===== src/rtl/button_event_decoder.sv =====
`default_nettype none
// ============================================================================
// Module   : button_event_decoder
// Purpose  : Classifies debounced press/release pulses into click gestures.
// Revision : 1.0 - initial release
// ============================================================================
module button_event_decoder #(
    parameter int TICK_DIV  = 100000,
    parameter int LONG_MS   = 1000,
    parameter int DOUBLE_MS = 300,
    parameter int REPEAT_MS = 200
) (
    input  logic clk,
    input  logic reset_n,
    input  logic btn_pe,
    input  logic btn_ne,
    output logic short_press,
    output logic double_click,
    output logic long_press,
    output logic repeat_pulse,
    output logic pressed
);

    localparam int              c_PW          = (TICK_DIV > 1) ? $clog2(TICK_DIV) : 1;
    localparam logic [c_PW-1:0] c_PRE_LAST    = c_PW'(TICK_DIV - 1);
    localparam logic [11:0]     c_LONG_LAST   = 12'(LONG_MS - 1);
    localparam logic [11:0]     c_DOUBLE_LAST = 12'(DOUBLE_MS - 1);
    localparam logic [11:0]     c_REPEAT_LAST = 12'(REPEAT_MS - 1);

    typedef enum logic [2:0] {
        S_IDLE      = 3'd0,
        S_PRESS1    = 3'd1,
        S_WAIT2     = 3'd2,
        S_PRESS2    = 3'd3,
        S_LONG_HOLD = 3'd4
    } state_t;

    state_t          r_state;
    state_t          w_next;
    logic [c_PW-1:0] r_pre;
    logic [11:0]     r_ms;
    logic            r_short, r_double, r_long, r_repeat, r_pressed;
    logic            w_short, w_double, w_long, w_repeat, w_restart;
    logic            w_pe, w_ne, w_tick_last, w_long_hit, w_double_hit, w_repeat_hit, w_clear;

    // Simultaneous press and release pulses cancel each other out.
    assign w_pe         = btn_pe & ~btn_ne;
    assign w_ne         = btn_ne & ~btn_pe;
    assign w_tick_last  = (r_pre == c_PRE_LAST);
    assign w_long_hit   = w_tick_last && (r_ms == c_LONG_LAST);
    assign w_double_hit = w_tick_last && (r_ms == c_DOUBLE_LAST);
    assign w_repeat_hit = w_tick_last && (r_ms == c_REPEAT_LAST);

    // Edges are tested before timer hits so an edge always wins a tie.
    always_comb begin
        w_next    = r_state;
        w_short   = 1'b0;
        w_double  = 1'b0;
        w_long    = 1'b0;
        w_repeat  = 1'b0;
        w_restart = 1'b0;
        case (r_state)
            S_IDLE: begin
                if (w_pe) w_next = S_PRESS1;
            end
            S_PRESS1: begin
                if (w_ne) begin
                    w_next = S_WAIT2;
                end else if (w_long_hit) begin
                    w_next = S_LONG_HOLD;
                    w_long = 1'b1;
                end
            end
            S_WAIT2: begin
                if (w_pe) begin
                    w_next = S_PRESS2;
                end else if (w_double_hit) begin
                    w_next  = S_IDLE;
                    w_short = 1'b1;
                end
            end
            S_PRESS2: begin
                if (w_ne) begin
                    w_next   = S_IDLE;
                    w_double = 1'b1;
                end else if (w_long_hit) begin
                    w_next = S_LONG_HOLD;
                    w_long = 1'b1;
                end
            end
            S_LONG_HOLD: begin
                if (w_ne) begin
                    w_next = S_IDLE;
                end else if (w_repeat_hit) begin
                    w_repeat  = 1'b1;
                    w_restart = 1'b1;
                end
            end
            default: w_next = S_IDLE;
        endcase
    end

    assign w_clear = (w_next != r_state) || w_restart || (r_state == S_IDLE);

    always_ff @(posedge clk or negedge reset_n) begin
        if (!reset_n) begin
            r_state   <= S_IDLE;
            r_pre     <= '0;
            r_ms      <= '0;
            r_short   <= 1'b0;
            r_double  <= 1'b0;
            r_long    <= 1'b0;
            r_repeat  <= 1'b0;
            r_pressed <= 1'b0;
        end else begin
            r_state   <= w_next;
            r_short   <= w_short;
            r_double  <= w_double;
            r_long    <= w_long;
            r_repeat  <= w_repeat;
            r_pressed <= (w_next == S_PRESS1) || (w_next == S_PRESS2) ||
                         (w_next == S_LONG_HOLD);
            if (w_clear) begin
                r_pre <= '0;
                r_ms  <= '0;
            end else if (w_tick_last) begin
                r_pre <= '0;
                r_ms  <= r_ms + 12'd1;
            end else begin
                r_pre <= r_pre + 1'b1;
            end
        end
    end

    assign short_press  = r_short;
    assign double_click = r_double;
    assign long_press   = r_long;
    assign repeat_pulse = r_repeat;
    assign pressed      = r_pressed;

endmodule
`default_nettype wire


===== config.mk =====
export PLATFORM = sky130hd
export DESIGN_NAME = button_event_decoder
export DESIGN_NICKNAME = d
export VERILOG_FILES = /design/src/rtl/button_event_decoder.sv
export SDC_FILE = /design/constraint.sdc
export NUM_CORES = 1
export LEC_CHECK = 0
export BUFFER_PORTS_ARGS = -buffer_cell sky130_fd_sc_hd__buf_4
export CELL_PAD_IN_SITES_DETAIL_PLACEMENT = 0
export CELL_PAD_IN_SITES_GLOBAL_PLACEMENT = 1
export CORE_MARGIN = 1
export CORE_UTILIZATION = 46
export DETAILED_ROUTE_END_ITERATION = 8
export GPL_TIMING_DRIVEN = 0
export PLACE_DENSITY_LB_ADDON = 0.1
export SLEW_MARGIN = 20
export SYNTH_ARGS = -nofsm -noshare
export SYNTH_HDL_FRONTEND = slang
export SYNTH_SLANG_ARGS = --single-unit
export TNS_END_PERCENT = 5

===== constraint.sdc =====
create_clock -name clk -period 2.4 [get_ports clk]
set_clock_uncertainty 0.1 [all_clocks]
set_input_delay 0.48 -clock clk [delete_from_list [all_inputs] [get_ports clk]]
set_output_delay 0.48 -clock clk [all_outputs]
set_load 0.05 [all_outputs]

; Word-level counts from Yosys, hierarchy flattened
; Index checks and enable logic that the tools add are counted.
[op_classes]
add_sub_neg = 2
n_eq_ne = 12
mux = 23
bitwise = 4
n_reduce_logical = 10
[ops]
columns = cell, count
row1 = $mux W17, 2
row2 = $mux W12, 2
row3 = $mux W3, 7
row4 = $add A17 B1 Y17 const B, 1
row5 = $eq A17 B17 Y1 const B, 1
row6 = $pmux W3 S5, 1
row7 = $add A12 B1 Y12 const B, 1
row8 = $eq A12 B10 Y1 const B, 1
row9 = $eq A12 B8 Y1 const B, 1
row10 = $eq A12 B9 Y1 const B, 1
row11 = $mux W1, 11
row12 = $eq A3 B2 Y1 const B, 3
row13 = $eq A3 B1 Y1 const B, 2
row14 = $eq A3 B3 Y1 const B, 2
row15 = $logic_or A1 B1 Y1, 4
row16 = $logic_and A1 B1 Y1, 3
row17 = $logic_not A3 Y1, 1
row18 = $ne A3 B3 Y1, 1
row19 = $and A1 B1 Y1, 2
row20 = $not A1 Y1, 2
row21 = $reduce_bool A2 Y1, 1
row22 = $reduce_or A2 Y1, 1
[word_totals]
reg_bits = 37
inputBits = 4
out_inout_bits = 5
word_cells = 59

; Longest topological paths before layout
[logic_depth]
word_depth = 9
ltp_mapped = 8
ltp_nobuf = 6

; Worst setup path before layout
; Ideal clock, no wire load.
[synth_path]
kind = flip-flop to flip-flop
start = register r_ms[0]
end = register r_ms[0]
setup_time_ns = 0.128
arrival_time_ns = 1.767
required_ns = 2.172
path_slack_ns = 0.405
stages_incl_launch_ff = 7
n_path_buf = 0
period_less_slack_ns = 1.995
cell_sequence = dfrtp_1 -> ha_1 -> or4b_4 -> nor3_2 -> o311ai_1 -> o211ai_2 -> nor2_1
[synth_between]
elab_chain_len = 9
word_cells_on_any_way = 22
classes_between = add/sub (1) / eq/ne (4) / mux (11) / reduce/logical (6)
[synth_rtl]
columns = element, line_no
row1 = from (decl), 41  ; logic [11:0] r_ms;
row2 = from (signal assigned), 128  ; r_ms <= r_ms + 12'd1;
row3 = $eq A12 B10 Y1 or $eq A12 B9 Y1 (tied branches), "50, 51"
row4 = $logic_and A1 B1 Y1 (on tied branches), "50, 51"
row5 = $mux W3 (on tied branches), "69, 86, 77"
row6 = $mux W3 (on tied branches), "83, 67, 75"
row7 = $pmux W3 S5, 62  ; case (r_state)
row8 = $ne A3 B3 Y1, 103  ; assign w_clear = (w_next != r_state) || w_restart || (r_state == S_IDLE);
row9 = $logic_or A1 B1 Y1 (2 in series), 103
row10 = $mux W12 or $reduce_bool A2 Y1 (tied branches), n/a
; Several ways; a longest one is shown, not always the timed one. The select of a mux whose other input is x is not followed.
; A chain may end at the register's enable or synchronous reset.

; Worst setup path after layout
[layout_path]
start = register r_ms[0]
end = register r_ms[3]
; Same word-level chain as after synthesis.

==> metrics.cfg <==
[setup_path]
r2r-end=r_ms[3]$_DFFE_PN0P_
cpPeakStageDelay_ns=0.54
r2r-start=r_ms[0]$_DFFE_PN0P_
slowest_stage=or4b_4
crit_fanout=6
worstPathArrival_ns=2.30
worst_setup_path_start_kind=register
rr_worst_depth=6
crit_chain=ha_1 > or4b_4 > o31ai_4 > o22ai_1 > o211ai_2 > nor2_1
crit_buf_inv=0
crit_family=compound AO/OA/AOI/OAI gates
crit_type=reg -> reg
critPathCaptureType=register
required_ns=2.46
reg2reg_slack_ns=0.16

[cts]
ctsResizeCount=0
post_cts_buffers=0
cts_inserted_buffers=5
clk_latency_ns=0.29
cts_tree=done
clk_pin_slew_ns=0.08
cts-root-buf=clkbuf_8
clockBufferDepth=2
cts_sinks=37
postCtsHoldBufs=0
htreeDepth=2

[logic_synthesis]
yosysUniqueCellTypes=43
synth_area_mm2=0.002013
ys_warn_count=0
ys_ff_latch=37
avgSynthCellArea_um2=9.773
yosysSeqAreaShare_pct=45.99
synth_nets=212
synthesis.instances=206

[timing]
hold_viol_final=0
fin_ws_ns=0.1617
tns_ns=0
worstMarginPinSlew_ns=0.4990
period_share_pct=93.26
setup_viol=0
slew_violations=0
slew_headroom_pct=66.28
fin_crit_ns=2.238
fmax_mhz=446.8
rsz0062_at_grt=no

[place]
place_hpwl_um=2867
dp_slack_ns=0.1590
placement.io_buffers=8
place.gp.congestion=0.8165

[floorplanning]
die_area_mm2=0.004645
rows=23
pin_count=9
initial_core_util_pct=49.27
fp.dieW_um=68.16
core-area_mm2=0.004086
die_h_um=68.16

[routing]
drc=0
drtAntennaViolNets=0
first_pass_iters=5
drt_iter0_drc=89
wirelength_um=4075
via_per_inst=5.559
via_count=1512
wl_per_cell_um=14.98

[global_route]
globalRouteTotalUtil_pct=20.04
grt_max_degree=38
grt_pass1_vias=1453
grt_antenna_before_repair=0
gr-total-overflow=0
grt_pass1_wl_um=6803

[status]
status=completed

[min_path]
holdCritPathClass=in -> async

[final_layout]
insertedDiodeCount=0
drive_above_1_share_pct=13.51
fin_nets=227
area_delta_synth_final_pct=10.88

[job]
maxCapViolCount=0

[pwr]
max-vdd-ir-drop_mv=0.2853
power.density_mw_per_mm2=644.4
p_leak_uw=0.001003

==> stage by stage <==
step	cell area [µm²]	instances	hold WS, ns	util, %	total power (µW)
floorplan	2013	206	0.08441	-	917.9
global placement	2136	264	0.3619	52.27	988.7
detailed placement	2136	264	0.3740	52.27	996.9
CTS	2232	272	0.05641	54.62	1457
global route	2232	272	0.06524	54.62	1517
finish	2232	272	0.04140	54.62	1438
==> power breakdown <==
group / switching, µW / internal, µW / total [µW]
Sequential: 35.6 / 663 / 699
Combinational: 178 / 106 / 284
Clock: 223 / 233 / 456
==> state kept, by name, indices dropped and copies added, names as in the netlist <==
register / count
long_press: 1
short_press: 1
repeat_pulse: 1
r_pre: 17
r_state: 3
double_click: 1
pressed: 1
r_ms: 12
==> layout make-up <==
type | count | area (µm²)
fillers | 377 | 1854
multi-input cells | 156 | 1003
flip-flops and latches | 37 | 925.9
clock buffers | 6 | 82.58
plain buffers | 8 | 65.06
well taps | 50 | 62.56
repair buffers | 8 | 60.06
inverters | 5 | 18.77
clock inverters | 2 | 13.76
==> cells in the final DEF, fill, tap and decap left out, types with 2 or more instances in the layout <==
| master | instances |
|---|---|
| xnor2_1 | 10 |
| nand3_1 | 10 |
| ha_1 | 2 |
| nand4_1 | 9 |
| nand4b_1 | 2 |
| mux2i_1 | 3 |
| nor4_1 | 2 |
| o21ai_0 | 3 |
| dfrtp_1 | 37 |
| nor4bb_1 | 3 |
| xor2_1 | 16 |
| nor3_1 | 4 |
| a21oi_1 | 4 |
| and4_1 | 5 |
| and3_1 | 7 |
| buf_4 | 11 |
| nand2_1 | 10 |
| nor2b_1 | 4 |
| buf_6 | 3 |
| o21ai_1 | 2 |
| nor2_1 | 39 |
| nand2b_1 | 3 |
| clkbuf_8 | 6 |
| inv_1 | 5 |
==> synthesized netlist by cell type <==
library cell  instances  share of area, %
nor2_1               39               7.3
dfrtp_1              37                46
xor2_1               16               7.0
nand2_1              10               1.9
nand3_1              10               2.5
xnor2_1              10               4.4
nand4_1               9               2.8
and3_1                7               2.2
and4_1                5               2.2
inv_1                 5              0.93
a21oi_1               4              0.99
nor2b_1               4               1.2
nor3_1                4              0.99
buf_4                 3               1.1
buf_6                 3               1.7
mux2i_1               3               1.5
nand2b_1              3              0.93
nor4bb_1              3               1.5
o21ai_0               3              0.75
ha_1                  2               1.2
nand4b_1              2              0.87
nor4_1                2              0.62
o21ai_1               2              0.50
a21o_1                1              0.37
a31o_1                1              0.44
a31oi_1               1              0.31
and2_1                1              0.31
buf_2                 1              0.25
clkbuf_1              1              0.19
nor3_2                1              0.50
nor4_2                1              0.62
nor4b_1               1              0.44
o211a_2               1              0.50
o211ai_1              1              0.37
o211ai_2              1              0.62
o21bai_1              1              0.37
o22ai_1               1              0.31
o311a_1               1              0.50
o311ai_1              1              0.44
o31ai_4               1               1.1
or3_2                 1              0.37
or3b_1                1              0.44
or4b_4                1              0.68
==> cell families (layout without fill, tap and decap cells) <==
family / count (synthesis) / in the layout / share of synthesized area (%)
flops: 37 / 37 / 45.99
mux: 3 / 3 / 1.492
buf+inv: 13 / 29 / 4.164
compound gates: 20 / 20 / 7.521
simple gates: 105 / 105 / 28.28
xor+xnor: 26 / 26 / 11.31
fa+ha+maj: 2 / 2 / 1.243
==> worst max path at each step <==
stage / from / end / slack (ns) / cells past startpoint
floorplan: r_ms[0]$_DFFE_PN0P_ / r_ms[0]$_DFFE_PN0P_ / 0.40 / 6
global route: r_ms[0]$_DFFE_PN0P_ / r_ms[1]$_DFFE_PN0P_ / 0.02 / 6
detailed placement: r_ms[0]$_DFFE_PN0P_ / r_ms[3]$_DFFE_PN0P_ / 0.16 / 6
CTS: r_ms[0]$_DFFE_PN0P_ / r_ms[3]$_DFFE_PN0P_ / 0.15 / 6
finish: r_ms[0]$_DFFE_PN0P_ / r_ms[3]$_DFFE_PN0P_ / 0.16 / 6
global placement: r_ms[0]$_DFFE_PN0P_ / r_ms[0]$_DFFE_PN0P_ / 0.17 / 6
==> routing by layer <==
metal | up-vias | routed length [µm] | track usage (%) | share of wire, %
met5 | - | 0 | 0 | 0
met4 | 0 | 56 | 7.031 | 1.4
met3 | 6 | 141 | 5.000 | 3.5
met2 | 28 | 1842 | 30.76 | 45
met1 | 725 | 2034 | 27.19 | 50
li1 | 753 | - | - | -
Power figures use the tool's default switching activity.
